==> config.mk <==
export PLATFORM = sky130hd
export DESIGN_NAME = riscv_clint_flat
export DESIGN_NICKNAME = d
export VERILOG_FILES = /design/src/rtl/riscv_clint_pkg.sv /design/src/rtl/riscv_pkg.sv /design/src/rtl/mem_if.sv /design/src/rtl/riscv_clint_prescaler.sv /design/src/rtl/riscv_clint.sv /design/src/flat_wrapper.sv
export SDC_FILE = /design/constraint.sdc
export NUM_CORES = 1
export LEC_CHECK = 0
export BUFFER_PORTS_ARGS = -buffer_cell sky130_fd_sc_hd__buf_4
export CORE_ASPECT_RATIO = 1.1
export CORE_MARGIN = 10
export CORE_UTILIZATION = 50
export CTS_CLUSTER_DIAMETER = 60
export DETAILED_ROUTE_END_ITERATION = 12
export GPL_ROUTABILITY_DRIVEN = 0
export PLACE_DENSITY = 0.8
export SYNTH_ARGS = -nofsm -noshare
export SYNTH_HDL_FRONTEND = slang
export SYNTH_SLANG_ARGS = --single-unit
export TNS_END_PERCENT = 5
==> constraint.sdc <==
create_clock -name i_clk -period 11.3 [get_ports i_clk]
set_input_delay 0.565 -clock i_clk [delete_from_list [all_inputs] [get_ports i_clk]]
set_output_delay 0.565 -clock i_clk [all_outputs]
set_load 0.02 [all_outputs]
==> src/rtl/riscv_clint_pkg.sv <==
// Register map, reset constants and address decode for the CLINT.
// Decode is purely combinational; no state lives here.
// Decoded selects carry the hart index so the top can fan writes out.
package riscv_clint_pkg;

    localparam logic [15:0] CLINT_OFF_MSIP     = 16'h0000;
    localparam logic [15:0] CLINT_OFF_MTIMECMP = 16'h4000;
    localparam logic [15:0] CLINT_OFF_PRESCALE = 16'hBFF0;
    localparam logic [15:0] CLINT_OFF_MTIME    = 16'hBFF8;

    // All-ones compare value keeps the timer interrupt quiet after reset.
    localparam logic [63:0] CLINT_MTIMECMP_RESET = 64'hFFFF_FFFF_FFFF_FFFF;

    typedef enum logic [2:0] {
        SEL_NONE,
        SEL_MSIP,
        SEL_CMP_LO,
        SEL_CMP_HI,
        SEL_PRESCALE,
        SEL_MTIME_LO,
        SEL_MTIME_HI
    } clint_sel_e;

    typedef struct packed {
        clint_sel_e  sel;
        logic [3:0]  hart;
    } clint_dec_t;

    // Decode a word index (byte address bits [15:2]) into a register select.
    // Hart-indexed regions beyond num_harts decode to SEL_NONE.
    function automatic clint_dec_t clint_decode(input logic [13:0] idx, input int num_harts);
        clint_dec_t d;
        d.sel  = SEL_NONE;
        d.hart = 4'd0;
        if (idx[13:4] == CLINT_OFF_MSIP[15:6]) begin
            if (int'(idx[3:0]) < num_harts) begin
                d.sel  = SEL_MSIP;
                d.hart = idx[3:0];
            end
        end else if (idx[13:5] == CLINT_OFF_MTIMECMP[15:7]) begin
            if (int'(idx[4:1]) < num_harts) begin
                d.sel  = idx[0] ? SEL_CMP_HI : SEL_CMP_LO;
                d.hart = idx[4:1];
            end
        end else if (idx == CLINT_OFF_PRESCALE[15:2]) begin
            d.sel = SEL_PRESCALE;
        end else if (idx == CLINT_OFF_MTIME[15:2]) begin
            d.sel = SEL_MTIME_LO;
        end else if (idx == CLINT_OFF_MTIME[15:2] + 14'd1) begin
            d.sel = SEL_MTIME_HI;
        end
        return d;
    endfunction

endpackage

==> src/rtl/riscv_pkg.sv <==
// Shared definitions used across the RISC-V subsystem.
// Holds the bus word type common to every memory-mapped slave.
// No logic lives here.
package riscv_pkg;

    typedef logic [31:0] word_t;

endpackage

==> src/rtl/mem_if.sv <==
// System memory bus: single-beat request with registered read data.
// Read data is valid one cycle after a read request.
// Slaves signal backpressure through ready.
interface mem_if;
    import riscv_pkg::*;

    word_t addr;
    logic  valid;
    logic  w_en;
    word_t w_data;
    word_t r_data;
    logic  ready;

    modport master (output addr, output valid, output w_en, output w_data,
                    input r_data, input ready);
    modport slave  (input addr, input valid, input w_en, input w_data,
                    output r_data, output ready);
endinterface

==> src/rtl/riscv_clint_prescaler.sv <==
// Prescale divider for mtime: tick once every prescale+1 cycles.
// Combinational tick from the current count; counter updates on the edge.
// No backpressure; clr restarts the count from 0.
module riscv_clint_prescaler #(
    parameter int PRESCALE_W = 8
) (
    input  logic                  i_clk,
    input  logic                  i_rst,
    input  logic [PRESCALE_W-1:0] prescale,
    input  logic                  clr,
    output logic                  tick
);

    logic [PRESCALE_W-1:0] pre;

    assign tick = (pre == prescale);

    // Count up to prescale, wrapping on a tick; a clear restarts the period.
    always_ff @(posedge i_clk or posedge i_rst) begin
        if (i_rst) begin
            pre <= '0;
        end else if (clr || tick) begin
            pre <= '0;
        end else begin
            pre <= pre + {{(PRESCALE_W-1){1'b0}}, 1'b1};
        end
    end

endmodule

==> src/rtl/riscv_clint.sv <==
// Core-local interruptor: shared prescaled mtime, per-hart mtimecmp/msip, bus slave.
// Reads return 1 cycle after the request; writes land on the accepting edge; mtip lags 2 edges.
// Never stalls (ready tied high). Software interrupts only with RISCV_CLINT_MSIP_EN defined.
module riscv_clint
    import riscv_pkg::*;
    import riscv_clint_pkg::*;
#(
    parameter int NUM_HARTS  = 1,
    parameter int PRESCALE_W = 8
) (
    input  logic                 i_clk,
    input  logic                 i_rst,
    output logic [NUM_HARTS-1:0] o_mtip,
    output logic [NUM_HARTS-1:0] o_msip,
    output logic [31:0]          o_time,
    output logic [31:0]          o_timeh,
    mem_if.slave                 if_mem
);

    clint_dec_t            dec;
    logic                  wr_vld;
    logic                  rd_vld;
    logic                  tick;
    logic                  pre_clr;
    logic [63:0]           mtime;
    logic [31:0]           mtime_hi_shadow;
    logic [PRESCALE_W-1:0] prescale;
    logic [63:0]           mtimecmp [NUM_HARTS];
    word_t                 rd_dat;
    logic                  unused_addr_bits;

    assign dec     = clint_decode(if_mem.addr[15:2], NUM_HARTS);
    assign wr_vld  = if_mem.valid &&  if_mem.w_en;
    assign rd_vld  = if_mem.valid && !if_mem.w_en;
    assign if_mem.ready = 1'b1;
    assign o_time  = mtime[31:0];
    assign o_timeh = mtime[63:32];
    assign unused_addr_bits = ^{if_mem.addr[31:16], if_mem.addr[1:0]};

    // Any mtime write or prescale write restarts the divider period.
    assign pre_clr = wr_vld && (dec.sel == SEL_PRESCALE ||
                                dec.sel == SEL_MTIME_LO ||
                                dec.sel == SEL_MTIME_HI);

    riscv_clint_prescaler #(
        .PRESCALE_W (PRESCALE_W)
    ) u_prescaler (
        .i_clk    (i_clk),
        .i_rst    (i_rst),
        .prescale (prescale),
        .clr      (pre_clr),
        .tick     (tick)
    );

    // Prescale register; only the low PRESCALE_W bits are stored.
    always_ff @(posedge i_clk or posedge i_rst) begin
        if (i_rst) begin
            prescale <= '0;
        end else if (wr_vld && dec.sel == SEL_PRESCALE) begin
            prescale <= if_mem.w_data[PRESCALE_W-1:0];
        end
    end

    // mtime: a bus write to either half wins over the tick increment.
    always_ff @(posedge i_clk or posedge i_rst) begin
        if (i_rst) begin
            mtime <= '0;
        end else if (wr_vld && dec.sel == SEL_MTIME_LO) begin
            mtime[31:0] <= if_mem.w_data;
        end else if (wr_vld && dec.sel == SEL_MTIME_HI) begin
            mtime[63:32] <= if_mem.w_data;
        end else if (tick) begin
            mtime <= mtime + 64'd1;
        end
    end

    // Per-hart compare registers, written one 32-bit half at a time.
    always_ff @(posedge i_clk or posedge i_rst) begin
        if (i_rst) begin
            for (int h = 0; h < NUM_HARTS; h++) begin
                mtimecmp[h] <= CLINT_MTIMECMP_RESET;
            end
        end else if (wr_vld) begin
            for (int h = 0; h < NUM_HARTS; h++) begin
                if (dec.hart == 4'(h)) begin
                    if (dec.sel == SEL_CMP_LO) mtimecmp[h][31:0]  <= if_mem.w_data;
                    if (dec.sel == SEL_CMP_HI) mtimecmp[h][63:32] <= if_mem.w_data;
                end
            end
        end
    end

    // Registered timer-interrupt compare against the pre-edge register values.
    always_ff @(posedge i_clk or posedge i_rst) begin
        if (i_rst) begin
            o_mtip <= '0;
        end else begin
            for (int h = 0; h < NUM_HARTS; h++) begin
                o_mtip[h] <= (mtime >= mtimecmp[h]);
            end
        end
    end

`ifdef RISCV_CLINT_MSIP_EN
    logic [NUM_HARTS-1:0] msip_q;

    // Software-interrupt bits: bit 0 of each hart's word.
    always_ff @(posedge i_clk or posedge i_rst) begin
        if (i_rst) begin
            msip_q <= '0;
        end else if (wr_vld && dec.sel == SEL_MSIP) begin
            for (int h = 0; h < NUM_HARTS; h++) begin
                if (dec.hart == 4'(h)) msip_q[h] <= if_mem.w_data[0];
            end
        end
    end

    assign o_msip = msip_q;
`else
    assign o_msip = '0;
`endif

    // Read mux; the mtime high half comes from the shadow latched by the low read.
    always_comb begin
        rd_dat = '0;
        case (dec.sel)
`ifdef RISCV_CLINT_MSIP_EN
            SEL_MSIP: begin
                for (int h = 0; h < NUM_HARTS; h++) begin
                    if (dec.hart == 4'(h)) rd_dat = {31'd0, msip_q[h]};
                end
            end
`endif
            SEL_CMP_LO: begin
                for (int h = 0; h < NUM_HARTS; h++) begin
                    if (dec.hart == 4'(h)) rd_dat = mtimecmp[h][31:0];
                end
            end
            SEL_CMP_HI: begin
                for (int h = 0; h < NUM_HARTS; h++) begin
                    if (dec.hart == 4'(h)) rd_dat = mtimecmp[h][63:32];
                end
            end
            SEL_PRESCALE: rd_dat[PRESCALE_W-1:0] = prescale;
            SEL_MTIME_LO: rd_dat = mtime[31:0];
            SEL_MTIME_HI: rd_dat = mtime_hi_shadow;
            default:      rd_dat = '0;
        endcase
    end

    // Register read data and capture the high half on a low-half read.
    always_ff @(posedge i_clk or posedge i_rst) begin
        if (i_rst) begin
            if_mem.r_data   <= '0;
            mtime_hi_shadow <= '0;
        end else if (rd_vld) begin
            if_mem.r_data <= rd_dat;
            if (dec.sel == SEL_MTIME_LO) mtime_hi_shadow <= mtime[63:32];
        end
    end

endmodule

==> src/flat_wrapper.sv <==
// flat-port wrapper written by rule: the top's interface ports become plain ports
module riscv_clint_flat import riscv_pkg::*; import riscv_clint_pkg::*;
#(
    parameter int NUM_HARTS  = 1,
    parameter int PRESCALE_W = 8
)
  (i_clk, i_rst, o_mtip, o_msip, o_time, o_timeh, if_mem_addr, if_mem_valid, if_mem_w_en, if_mem_w_data, if_mem_r_data, if_mem_ready);
  mem_if if_mem_i ();
  input  logic i_clk;
  input  logic i_rst;
  output logic [NUM_HARTS-1:0] o_mtip;
  output logic [NUM_HARTS-1:0] o_msip;
  output logic [31:0] o_time;
  output logic [31:0] o_timeh;
  input wire logic [$bits(if_mem_i.addr)-1:0] if_mem_addr;
  input wire logic [$bits(if_mem_i.valid)-1:0] if_mem_valid;
  input wire logic [$bits(if_mem_i.w_en)-1:0] if_mem_w_en;
  input wire logic [$bits(if_mem_i.w_data)-1:0] if_mem_w_data;
  output wire logic [$bits(if_mem_i.r_data)-1:0] if_mem_r_data;
  output wire logic [$bits(if_mem_i.ready)-1:0] if_mem_ready;
  assign if_mem_i.addr = if_mem_addr;
  assign if_mem_i.valid = if_mem_valid;
  assign if_mem_i.w_en = if_mem_w_en;
  assign if_mem_i.w_data = if_mem_w_data;
  assign if_mem_r_data = if_mem_i.r_data;
  assign if_mem_ready = if_mem_i.ready;
  riscv_clint #(.NUM_HARTS(NUM_HARTS), .PRESCALE_W(PRESCALE_W)) u_core (.i_clk(i_clk), .i_rst(i_rst), .o_mtip(o_mtip), .o_msip(o_msip), .o_time(o_time), .o_timeh(o_timeh), .if_mem(if_mem_i));
endmodule
==> flow_summary_export.csv <==
group,metric,value,unit
outcome,status,"finished, final reports clean",
placed_design,dp_slack,7.55,ns
cts,clk_pin_slew,0.06,ns
timing,clock_skew,0.0131,ns
drt,wl_per_cell,21.8,um
drt,drtIter0Drc,1022,
critical_path,end_kind,"register",
synthesis,syn-cell-area,0.0119,sq mm
cts,cts_setup_buffers,0,
cells_and_area,final_cell_mix,"buf_4, dfrtp_1, nor2_1, a21oi_1, nand2_1",
placed_design,hpwl,25.2,mm
timing,worst_pin_slew,1.21,ns
pwr,clkPwrFrac,41.2,%
synthesis,synth-edff-count,0,
critical_path,crit_required,11.72,ns
synthesis,ys_warn_count,0,
synthesis,synth_top_area_share,30.5,%
cts,cts-root-buf,"clkbuf_16",
global_route,grt_pass1_vias,10600,
cells_and_area,syn2layout_area_growth,17.7,%
die,io_pins,167,
cells_and_area,layout.area.seq,0.00531,sq mm
timing,drv_slew,0,
synthesis,netlist_instances,1236,
pwr,cellPowerDensity,137,mW/mm^2
cts,cts_buffer_depth,3,
pwr,p_int,1.36,mW
flow_run,maxCapViolations,0,
timing,slew_headroom,19.2,%
pwr,irDropWorstVdd,135,uV
timing,fin_setup_tns,0,ns
timing,rsz0062_at_grt,"false",
cells_and_area,final_util,59.4,%
global_route,grt_pass1_wl,57.9,mm
synthesis,avgSynthCellArea,9.62,sq um
critical_path,cp.arrival,3.71,ns
global_route,antenna_found_initial,0,
timing,finalSetupViolCount,0,
die,num_rows,59,
cts,cts_tree,"built",
die,dieArea,0.0304,sq mm
cells_and_area,final_common_cell,"buf_4",
drt,drt-pass1-iter-count,10,
cts,cts_sinks,209,
cells_and_area,diodes,0,
pwr,p_total,1.92,mW
global_route,grt_max_degree,134,
cts,hold_buffers,0,
placed_design,io_buffers,146,
cts,clk_latency,0.51,ns
pwr,power_frac_comb,16.6,%
die,initial_utilization,50.5,%
synthesis,synthTopCellsByArea,"dfrtp_1, dfstp_2, mux2_2",
cells_and_area,multiInputGateArea,0.00606,sq mm
die,core,0.0235,sq mm
timing,fin_crit_sh,29.1,%
synthesis,synth_nets,1370,
pwr,p_leak,6.44,nW
min_path,hp-class,"in -> async",
critical_path,setup.worst_path.class,"in -> reg",
drt,ant_nets,0,
cts,cts_resized,0,
cells_and_area,nets,1479,
synthesis,ys_seq_area_share,44.7,%
synthesis,synth-seq-cells,209,
critical_path,crit_fanout,62,
cts,h-tree-depth,1,
synthesis,synth_cell_types,61,
drt,routed_wirelength,36.3,mm
die,dieHeight,182,um
drt,dr_total_vias,10500,
pwr,power_frac_seq,42.2,%
drt,vias_per_cell,6.29,
die,die_w,167,um
cells_and_area,drive_gt1_share,25.9,%
synthesis,synth_top_area_cell,"dfrtp_1",
synthesis,synth_ff_type,"dfrtp_1",
global_route,grt_overflow,0,
timing,min_period,3.29,ns
critical_path,worst_setup_path_start_kind,"input pin",
drt,drc_errors,0,
timing,setup_ws,8.01,ns
pwr,power.switching,563,uW
cells_and_area,nFillCells,1927,
cts,cts_inserted_buffers,23,
timing,max_clock_freq,0.304,GHz
global_route,grt_use_total,23.0,%
synthesis,synth-async-reset-ratio,100,%
timing,finalHoldViolations,0,
timing,fin_hold_ws,0.236,ns
pwr,swShare,29.3,%
## flip-flops by register name, indices dropped and copies added (netlist names)
register / flops
u_core.mtime: 64
u_core.mtimecmp: 64
u_core.u_prescaler.pre: 8
u_core.if_mem.r_data: 32
u_core.o_mtip: 1
u_core.prescale: 8
u_core.mtime_hi_shadow: 32
## cells in the mapped netlist, drive strengths merged (3+ instances only)
library cell  count
o22a              5
or3               8
xor2             25
dfrtp           145
buf               9
and2              3
o21ai            66
nor3             27
or2               3
o31ai             7
xnor2            20
nor4             18
a41o              4
nor2            125
ha               66
clkbuf           61
o22ai            15
nand2b            3
a22oi             3
nand2            79
mux2i            22
a2bb2oi          11
o211ai            5
a221o            36
inv              75
mux2             75
a211oi            5
and3              7
o21a              3
nand3            47
a21oi           110
nand4            38
or4               8
a222oi            8
and4              6
a21o              3
dfstp            64
## power by group through the flow
stage	combinational, mW	clock [mW]	sequential [mW]
floorplan	0.178	0	0.828
global placement	0.305	0	0.823
detailed placement	0.313	0	0.823
CTS	0.316	0.795	0.811
global route	0.347	0.829	0.814
finish	0.320	0.792	0.812
## worst max-delay path, cell delays in order
cell and delay [ns]:
buf_4 0.12, nand4b_1 0.19, or4_1 1.07, or3_2 1.09, nand3_1 0.33, o22ai_1 0.12
a2bb2oi_1 0.21
## layer usage
| layer | track usage, % | vias to the layer above | wire length [um] |
|---|---|---|---|
| met3 | 4.38 | 101 | 2740 |
| li1 | - | 4709 | - |
| met1 | 28.1 | 5199 | 14500 |
| met5 | 0 | - | 0 |
| met4 | 8.79 | 0 | 1290 |
| met2 | 39.2 | 472 | 17800 |
## per-stage QoR
step                      instances  area [sq um]
after floorplan                1236         11900
after global placement         1625         13200
after detailed placement       1625         13200
after CTS                      1665         14000
after global routing           1665         14000
final                          1665         14000
## logic make-up after synthesis
| kind of cell | synth area share [%] |
|---|---|
| compound gates | 15.9 |
| xor+xnor | 3.31 |
| fa+ha+maj | 6.95 |
| buf+inv | 4.72 |
| flops | 44.7 |
| mux | 8.96 |
| other cells | 0.0632 |
| simple gates | 15.4 |
## worst paths after layout
kind | startpoint | to | slack (ns) | depth (start not counted)
min in group i_clk | if_mem_w_data[23] | u_core.mtimecmp[55] | 0.31 | 3
min | i_rst | u_core.if_mem.r_data[23] | 0.24 | 2
max in group asynchronous | i_rst | u_core.mtime[6] | 9.51 | 3
max | if_mem_addr[14] | u_core.mtime[36] | 8.01 | 7
min reg2reg | u_core.mtime_hi_shadow[1] | u_core.mtime_hi_shadow[1] | 0.51 | 1
max reg2reg | u_core.mtime[22] | u_core.mtime[62] | 8.08 | 6
## area by class of cell
type / count / share of cell area, %
repair buffers: 154 / 8.26
multi-input cells: 881 / 43.3
clock inverters: 7 / 0.787
inverters: 76 / 2.09
flip-flops and latches: 209 / 37.9
well taps: 305 / 2.73
clock buffers: 33 / 4.88
Note: power is estimated with default switching activity, not from simulation.
